==> config.mk <==
export PLATFORM = sky130hd
export DESIGN_NAME = hazard_scoreboard
export DESIGN_NICKNAME = d
export VERILOG_FILES = /design/src/rtl/hazard_scoreboard.sv
export SDC_FILE = /design/constraint.sdc
export NUM_CORES = 1
export LEC_CHECK = 0
export CAP_MARGIN = 5
export CORE_MARGIN = 2
export CORE_UTILIZATION = 50
export CTS_CLUSTER_DIAMETER = 200
export DETAILED_ROUTE_END_ITERATION = 16
export PLACE_DENSITY_LB_ADDON = 0.05
export SLEW_MARGIN = 0
export SYNTH_ARGS = -nofsm -noshare
export SYNTH_HDL_FRONTEND = slang
export SYNTH_SLANG_ARGS = --single-unit
==> constraint.sdc <==
create_clock -name clk -period 6.6 [get_ports clk]
set_clock_uncertainty 0.1 [all_clocks]
set_input_delay 0.66 -clock clk [delete_from_list [all_inputs] [get_ports clk]]
set_output_delay 0.66 -clock clk [all_outputs]
set_load 0.02 [all_outputs]
==> src/rtl/hazard_scoreboard.sv <==
// Hazard controller for the 5-stage RV32 pipeline.
// A shift-register scoreboard tracks loads that have left EX but cannot be
// forwarded yet. Stall, bubble and flush controls are decoded combinationally
// from that state. Saturating counters record the stall, flush and
// memory-wait cycles.
module hazard_scoreboard #(
   parameter int REG_IDX_W = 5,
   parameter int LOAD_LAT  = 1,
   parameter int CNT_W     = 32
) (
   input  logic                 clk,
   input  logic                 rst,
   input  logic                 id_valid,
   input  logic [REG_IDX_W-1:0] id_rs1,
   input  logic [REG_IDX_W-1:0] id_rs2,
   input  logic                 id_use_rs1,
   input  logic                 id_use_rs2,
   input  logic                 ex_valid,
   input  logic [REG_IDX_W-1:0] ex_rd,
   input  logic                 ex_is_load,
   input  logic                 ex_redirect,
   input  logic                 mem_done,
   input  logic                 cnt_clear,
   output logic                 pc_enable,
   output logic                 if_id_enable,
   output logic                 if_id_clear,
   output logic                 id_ex_enable,
   output logic                 id_ex_clear,
   output logic                 ex_mem_enable,
   output logic                 mem_wb_enable,
   output logic [CNT_W-1:0]     stall_cnt,
   output logic [CNT_W-1:0]     flush_cnt,
   output logic [CNT_W-1:0]     memwait_cnt
);

   // With LOAD_LAT=1 there are no entries; one always-invalid slot keeps the
   // array shapes legal and the match logic uniform.
   localparam int N_ENT = LOAD_LAT - 1;
   localparam int N_ARR = (N_ENT > 0) ? N_ENT : 1;

   logic                 sb_v_q  [N_ARR];
   logic [REG_IDX_W-1:0] sb_rd_q [N_ARR];

   logic                 rs1_match;
   logic                 rs2_match;
   logic                 hazard;
   logic                 sel_freeze;
   logic                 sel_flush;
   logic                 sel_stall;
   logic [2:0]           cnt_hit;
   logic [2:0][CNT_W-1:0] cnt_all;

   generate
      if (N_ENT > 0) begin : g_sb
         logic                 sb_v_d  [N_ENT];
         logic [REG_IDX_W-1:0] sb_rd_d [N_ENT];

         // Shift loads down the scoreboard whenever the pipe advances; hold on memory wait
         always_comb begin
            for (int i = 0; i < N_ENT; i++) begin
               sb_v_d[i]  = sb_v_q[i];
               sb_rd_d[i] = sb_rd_q[i];
            end
            if (mem_done) begin
               sb_v_d[0]  = ex_valid & ex_is_load & (ex_rd != '0);
               sb_rd_d[0] = ex_rd;
               for (int i = 1; i < N_ENT; i++) begin
                  sb_v_d[i]  = sb_v_q[i-1];
                  sb_rd_d[i] = sb_rd_q[i-1];
               end
            end
         end

         // Scoreboard register; reset drops every pending load
         always_ff @(posedge clk or posedge rst) begin
            if (rst) begin
               for (int i = 0; i < N_ENT; i++) begin
                  sb_v_q[i]  <= 1'b0;
                  sb_rd_q[i] <= '0;
               end
            end else begin
               for (int i = 0; i < N_ENT; i++) begin
                  sb_v_q[i]  <= sb_v_d[i];
                  sb_rd_q[i] <= sb_rd_d[i];
               end
            end
         end
      end else begin : g_no_sb
         assign sb_v_q[0]  = 1'b0;
         assign sb_rd_q[0] = '0;
      end
   endgenerate

   // Compare ID sources against the EX load and every pending scoreboard entry
   always_comb begin
      rs1_match = ex_valid & ex_is_load & (ex_rd == id_rs1);
      rs2_match = ex_valid & ex_is_load & (ex_rd == id_rs2);
      for (int i = 0; i < N_ARR; i++) begin
         rs1_match = rs1_match | (sb_v_q[i] & (sb_rd_q[i] == id_rs1));
         rs2_match = rs2_match | (sb_v_q[i] & (sb_rd_q[i] == id_rs2));
      end
      hazard = id_valid &
               ((id_use_rs1 & (id_rs1 != '0) & rs1_match) |
                (id_use_rs2 & (id_rs2 != '0) & rs2_match));
   end

   // Priority decode: freeze, then redirect flush, then load-use bubble, else run
   always_comb begin
      sel_freeze    = 1'b0;
      sel_flush     = 1'b0;
      sel_stall     = 1'b0;
      pc_enable     = 1'b1;
      if_id_enable  = 1'b1;
      if_id_clear   = 1'b0;
      id_ex_enable  = 1'b1;
      id_ex_clear   = 1'b0;
      ex_mem_enable = 1'b1;
      mem_wb_enable = 1'b1;
      if (!mem_done) begin
         sel_freeze    = 1'b1;
         pc_enable     = 1'b0;
         if_id_enable  = 1'b0;
         id_ex_enable  = 1'b0;
         ex_mem_enable = 1'b0;
         mem_wb_enable = 1'b0;
      end else if (ex_redirect) begin
         // The ID instruction is wrong-path, so flushing beats a load-use stall
         sel_flush   = 1'b1;
         if_id_clear = 1'b1;
         id_ex_clear = 1'b1;
      end else if (hazard) begin
         sel_stall    = 1'b1;
         pc_enable    = 1'b0;
         if_id_enable = 1'b0;
         id_ex_clear  = 1'b1;
      end
   end

   assign cnt_hit = {sel_freeze, sel_flush, sel_stall};

   generate
      for (genvar gi = 0; gi < 3; gi++) begin : g_cnt
         logic [CNT_W-1:0] cnt_q;
         logic [CNT_W-1:0] cnt_d;

         // Saturating increment; clear takes priority
         always_comb begin
            cnt_d = cnt_q;
            if (cnt_clear) begin
               cnt_d = '0;
            end else if (cnt_hit[gi] && (cnt_q != '1)) begin
               cnt_d = cnt_q + 1'b1;
            end
         end

         // Counter register
         always_ff @(posedge clk or posedge rst) begin
            if (rst) begin
               cnt_q <= '0;
            end else begin
               cnt_q <= cnt_d;
            end
         end

         assign cnt_all[gi] = cnt_q;
      end
   endgenerate

   assign stall_cnt   = cnt_all[0];
   assign flush_cnt   = cnt_all[1];
   assign memwait_cnt = cnt_all[2];

endmodule

==> results of run 1 <==
worst max-delay path, cell delays in order:
cell             delay (ns)
clkdlybuf4s50_1        0.44
nor4_1                 0.32
o21ai_0                0.18
nand3_1                0.11
nand2_1                0.07
nand2_1                0.07
o21a_1                 0.12
clkdlybuf4s50_1        0.60
layout make-up:
class	instances	area [sq um]	area share
Inverter	14	53.8	0.00761
Clock buffer	14	183	0.0258
Sequential cell	96	2400	0.340
Multi-Input combinational cell	467	2940	0.416
Tap cell	140	175	0.0248
Clock inverter	2	35.0	0.00495
Timing Repair Buffer	129	1280	0.182
placed cells by master, fill, tap and decap left out, drive strengths merged, types with 2 or more instances in the layout:
| master | instances |
|---|---|
| clkdlybuf4s50 | 126 |
| dfrtp | 96 |
| nor2 | 94 |
| nand3 | 47 |
| nand2 | 38 |
| xnor2 | 34 |
| xor2 | 27 |
| nor3 | 25 |
| nand4 | 25 |
| nor2b | 21 |
| mux2 | 20 |
| nor4 | 20 |
| a21oi | 18 |
| and3 | 14 |
| clkbuf | 14 |
| inv | 13 |
| and4 | 13 |
| o21ai | 11 |
| or3 | 9 |
| and2 | 6 |
| nor3b | 5 |
| a31oi | 4 |
| or4 | 4 |
| or2 | 4 |
| nand2b | 3 |
| mux2i | 3 |
| nor4b | 3 |
| o31ai | 3 |
| ha | 3 |
| buf | 3 |
| clkinv | 2 |
| o21ba | 2 |
| a31o | 2 |
power breakdown:
| group | internal (uW) | leakage, uW | switching, uW |
|---|---|---|---|
| registers | 590 | 0.00134 | 2.88 |
| logic | 29.1 | 0.00135 | 44.9 |
| clock network | 216 | 0.000113 | 201 |
| total | 835 | 0.00280 | 249 |
routing by layer:
| metal | up-vias | wire length (um) |
|---|---|---|
| li1 | 2341 | - |
| met1 | 2373 | 6060 |
| met2 | 109 | 6410 |
| met3 | 13 | 589 |
| met4 | 0 | 213 |
| met5 | - | 0 |
per-stage QoR:
| stage | utilization | power (uW) | area [sq um] |
|---|---|---|---|
| after CTS | 0.652 | 1100 | 7070 |
| after floorplan | - | 646 | 5550 |
| after detailed placement | 0.632 | 679 | 6850 |
| after global routing | 0.652 | 1130 | 7070 |
| final | 0.652 | 1080 | 7070 |
| after global placement | 0.632 | 678 | 6850 |
kinds of logic after synthesis:
logic type,synth area share
compound gates,0.0501
xor+xnor,0.0963
fa+ha+maj,0.00677
buf+inv,0.0372
flops,0.433
mux,0.0467
simple gates,0.330
worst min path at each step:
stage               endpoint  cells past startpoint           from  slack [ns]
6_report       stall_cnt[11]                      2            rst        0.45
5_1_grt        stall_cnt[11]                      2            rst        0.49
3_5_place_dp   flush_cnt[27]                      2  flush_cnt[27]        0.46
2_1_floorplan  stall_cnt[31]                      2  stall_cnt[31]        0.54
4_1_cts        stall_cnt[11]                      2            rst        0.45
3_3_place_gp   flush_cnt[14]                      2  flush_cnt[14]        0.46
registers in the layout, indices dropped and copies added, names as in the netlist:
register     count
memwait_cnt     32
stall_cnt       32
flush_cnt       32
==> flow_metrics.tcl, run 1 <==
set metrics [dict create \
    synthArstFlopShare 1.00 \
    finalSetupViolCount 0 \
    grt_overflow 0 \
    yosysTopAreaCellShare 0.433 \
    seq_area_frac_synth 0.433 \
    worst_slew_pin_slew_ns 1.20 \
    holdWs_ns 0.447 \
    ff2ff_path_depth 8 \
    layout.cells.non_filler 862 \
    die_x_um 109 \
    cts.sinks 96 \
    leakage_uw 0.00280 \
    wire_per_inst_um 15.4 \
    nets 745 \
    place_ws_ns 3.04 \
    postRouteAntennaNets 0 \
    yosysTopAreaCell "dfrtp_1" \
    synth_commonest_cells "dfrtp_1, nor2_1, nand3_1" \
    cts_setup_buffers 0 \
    cts_inserted_buffers 9 \
    syn_to_final_growth_pct 27.5 \
    rr_startpoint "stall_cnt[0]" \
    status "complete, no violations" \
    clk_path_buf_depth 2 \
    max-cap-violations 0 \
    vias 4836 \
    clkLatencyLatePin_ns 0.37 \
    power_density_nw_per_um2 153 \
    cts_resized 0 \
    path_clk_slew_ns 0.09 \
    synth_area_sq_um 5550 \
    use_met1 0.311 \
    place_inst 846 \
    dieArea_sq_um 12000 \
    startpoint_type "input pin" \
    syn_avg_cell_area_sq_um 9.17 \
    track_usage 0.231 \
    core_sq_um 10800 \
    startpoint "id_rs1[1]" \
    vias_per_cell 5.61 \
    yosysUniqueCellTypes 59 \
    grt_pass1_vias 4524 \
    place_hpwl_um 9240 \
    grt.busiest_layer "met2" \
    drc 0 \
    relSlewSlack 0.202 \
    reg2reg_to "stall_cnt[10]" \
    setup_ws_ns 3.27 \
    cts_hold_buf 0 \
    finalHoldViolations 0 \
    hold_path_class "input pin to async pin" \
    drive_above_1_share 0.0776 \
    fin_crit_ns 3.33 \
    nFillCells 953 \
    initial_utilization 0.512 \
    required_ns 5.84 \
    gp_congestion 0.848 \
    port_buffers 127 \
    n_antenna_cell 0 \
    grt_max_degree 118 \
    ir_drop_mv 0.141 \
    fp-row-count 38 \
    use_met2 0.369 \
    arrival_ns 2.57 \
    cp-end-kind "output pin" \
    routed_wl_um 13300 \
    first_iter_violations 305 \
    synth_flop_cell "dfrtp_1" \
    cts_root_buffer "clkbuf_8" \
    finalCritPeriodShare 0.505 \
    drtPass1Iterations 5 \
    fin_tns_setup_ns 0 \
    grt_antenna_before_repair 0 \
    rsz0062_at_grt "no" \
    synth_fp_nets 633 \
    synthTopCellsByArea "dfrtp_1, nor2_1, xnor2_1" \
    slew_violations 0 \
    synth_most_common_cell "dfrtp_1" \
    crit_fanout 2 \
    gr-usage-met3 0.0445 \
    die_h_um 109 \
    yosysWarnings 0 \
    crit_path_end "if_id_enable" \
    grt_pass1_wl_um 21900 \
    rrSetupSlack_ns 3.89 \
    cts-htree-levels 3 \
    cts_tree "built" \
    syn_inst 605 \
    max_freq_mhz 300 \
    io_pins 128 \
    synth_edf_count 0 \
    ys_ff_latch 96 \
    crit_type "input pin to output pin" \
]
No activity file was read; power rests on OpenSTA's default activity.
==> run 2, diff against run 1 <==
==> constraint.sdc (replaced) <==
create_clock -name clk -period 3.3 [get_ports clk]
set_clock_uncertainty 0.1 [all_clocks]
set_input_delay 0.33 -clock clk [delete_from_list [all_inputs] [get_ports clk]]
set_output_delay 0.33 -clock clk [all_outputs]
set_load 0.02 [all_outputs]
==> run 2 against run 1 <==
- combinational power is 100% higher
- largest power group unchanged
- global-route usage is 0.068 points lower
- non-clock buffer count is 6 higher
- utilization is 0.39 points higher
- critical endpoint is now id_ex_clear
- final cell count is 0.70% higher
- largest cell class unchanged
- first-iteration DRC count is 5.9% lower
==> flow_metrics.tcl, run 2 (same netlist as run 1, synthesis figures left out) <==
set metrics [dict create \
    status "complete, no violations" \
    nFillCells 923 \
    place_hpwl_um 9480 \
    power_density_nw_per_um2 296 \
    die_x_um 109 \
    first_iter_violations 287 \
    crit_type "input pin to output pin" \
    rrSetupSlack_ns 0.65 \
    routed_wl_um 13400 \
    cts_inserted_buffers 9 \
    postRouteAntennaNets 0 \
    path_clk_slew_ns 0.09 \
    grt_antenna_before_repair 0 \
    initial_utilization 0.512 \
    track_usage 0.230 \
    grt_pass1_vias 4537 \
    clk_path_buf_depth 2 \
    drc 0 \
    io_pins 128 \
    slew_violations 0 \
    cts_setup_buffers 0 \
    max-cap-violations 0 \
    relSlewSlack 0.304 \
    finalHoldViolations 0 \
    finalSetupViolCount 0 \
    mostFrequentLayoutCells "clkdlybuf4s50_1, dfrtp_1, nor2_1, nand3_1, nand2_1" \
    finalInstanceArea_sq_um 7110 \
    rr_startpoint "stall_cnt[0]" \
    place_inst 852 \
    reg2reg_to "stall_cnt[6]" \
    gp_congestion 0.842 \
    leakage_uw 0.00282 \
    wire_per_inst_um 15.4 \
    multiInputGateArea_sq_um 2940 \
    layout.cells.non_filler 868 \
    cts_tree "built" \
    startpoint_type "input pin" \
    required_ns 2.87 \
    cts.sinks 96 \
    drive_above_1_share 0.0865 \
    drtPass1Iterations 5 \
    setup_ws_ns 0.619 \
    die_h_um 109 \
    vias_per_cell 5.59 \
    port_buffers 127 \
    grt_pass1_wl_um 22100 \
    grt_max_degree 95 \
    worst_slew_pin_slew_ns 1.04 \
    grt_overflow 0 \
    cts_resized 0 \
    regArea_sq_um 2400 \
    cts_hold_buf 0 \
    n_antenna_cell 0 \
    cts_root_buffer "clkbuf_8" \
    placed_area_sq_um 6910 \
    place_ws_ns 0.456 \
    hold_path_class "input pin to async pin" \
    fin_crit_ns 2.68 \
    ir_drop_mv 0.244 \
    ff2ff_path_depth 9 \
    cp-end-kind "output pin" \
    mostFrequentLayoutCell "clkdlybuf4s50_1" \
    syn_to_final_growth_pct 28.2 \
    arrival_ns 2.25 \
    dieArea_sq_um 12000 \
    finalCritPeriodShare 0.812 \
    vias 4849 \
    fp-row-count 38 \
    crit_fanout 2 \
    rsz0062_at_grt "no" \
    core_sq_um 10800 \
    clkLatencyLatePin_ns 0.35 \
    fin_tns_setup_ns 0 \
    nets 751 \
    cts-htree-levels 3 \
    max_freq_mhz 373 \
]
==> run 2: cell count changes in the layout (fill, tap and decap cells not counted), sizes merged <==
cell / delta
clkinvlp: +2
clkbuf: -1
buf: +6
bufinv: -1
==> run 2: critical path, stage by stage <==
cell             delay, ns
clkdlybuf4s50_1       0.44
xor2_1                0.18
nor3_1                0.29
nand3_1               0.11
nand2_1               0.11
a21oi_1               0.07
nor2b_1               0.11
clkdlybuf4s50_1       0.61
==> run 2: routing by layer <==
layer,track usage,part of all wire,routed length [um]
met1,0.324,0.46,6100
met2,0.364,0.48,6390
met3,0.0468,0.055,742
met4,0.0597,0.011,150
met5,0,0,0
==> run 2: through the flow <==
stage / utilization / hold WS, ns / total power, uW
6_report: 0.656 / 0.315 / 2100
5_1_grt: 0.656 / 0.378 / 2190
4_1_cts: 0.656 / 0.332 / 2130
3_5_place_dp: 0.638 / 0.468 / 1360
3_3_place_gp: 0.638 / 0.458 / 1360
2_1_floorplan: - / 0.445 / 1290
==> run 2: worst max path at each step <==
stage          slack (ns)  depth (start not counted)        endpoint      startpoint
4_1_cts              0.62                          8     id_ex_clear       id_rs1[2]
2_1_floorplan        0.36                          1    flush_cnt[0]             rst
6_report             0.62                          8     id_ex_clear       id_rs1[2]
3_3_place_gp         0.55                          6   stall_cnt[25]        mem_done
3_5_place_dp         0.46                          7   stall_cnt[25]       id_rs1[2]
5_1_grt              0.33                          7  memwait_cnt[7]  memwait_cnt[0]
==> run 2: final cells by class <==
type,count,area share
inverters,14,0.00756
flip-flops and latches,96,0.338
repair buffers,135,0.189
clock inverters,3,0.00334
multi-input cells,467,0.413
well taps,140,0.0246
clock buffers,13,0.0251
==> run 2: report_power, final <==
group | switching [uW] | internal, uW | leakage (uW)
Sequential | 6.26 | 1180 | 0.00134
Combinational | 89.9 | 60.8 | 0.00138
Clock | 409 | 359 | 0.0000979
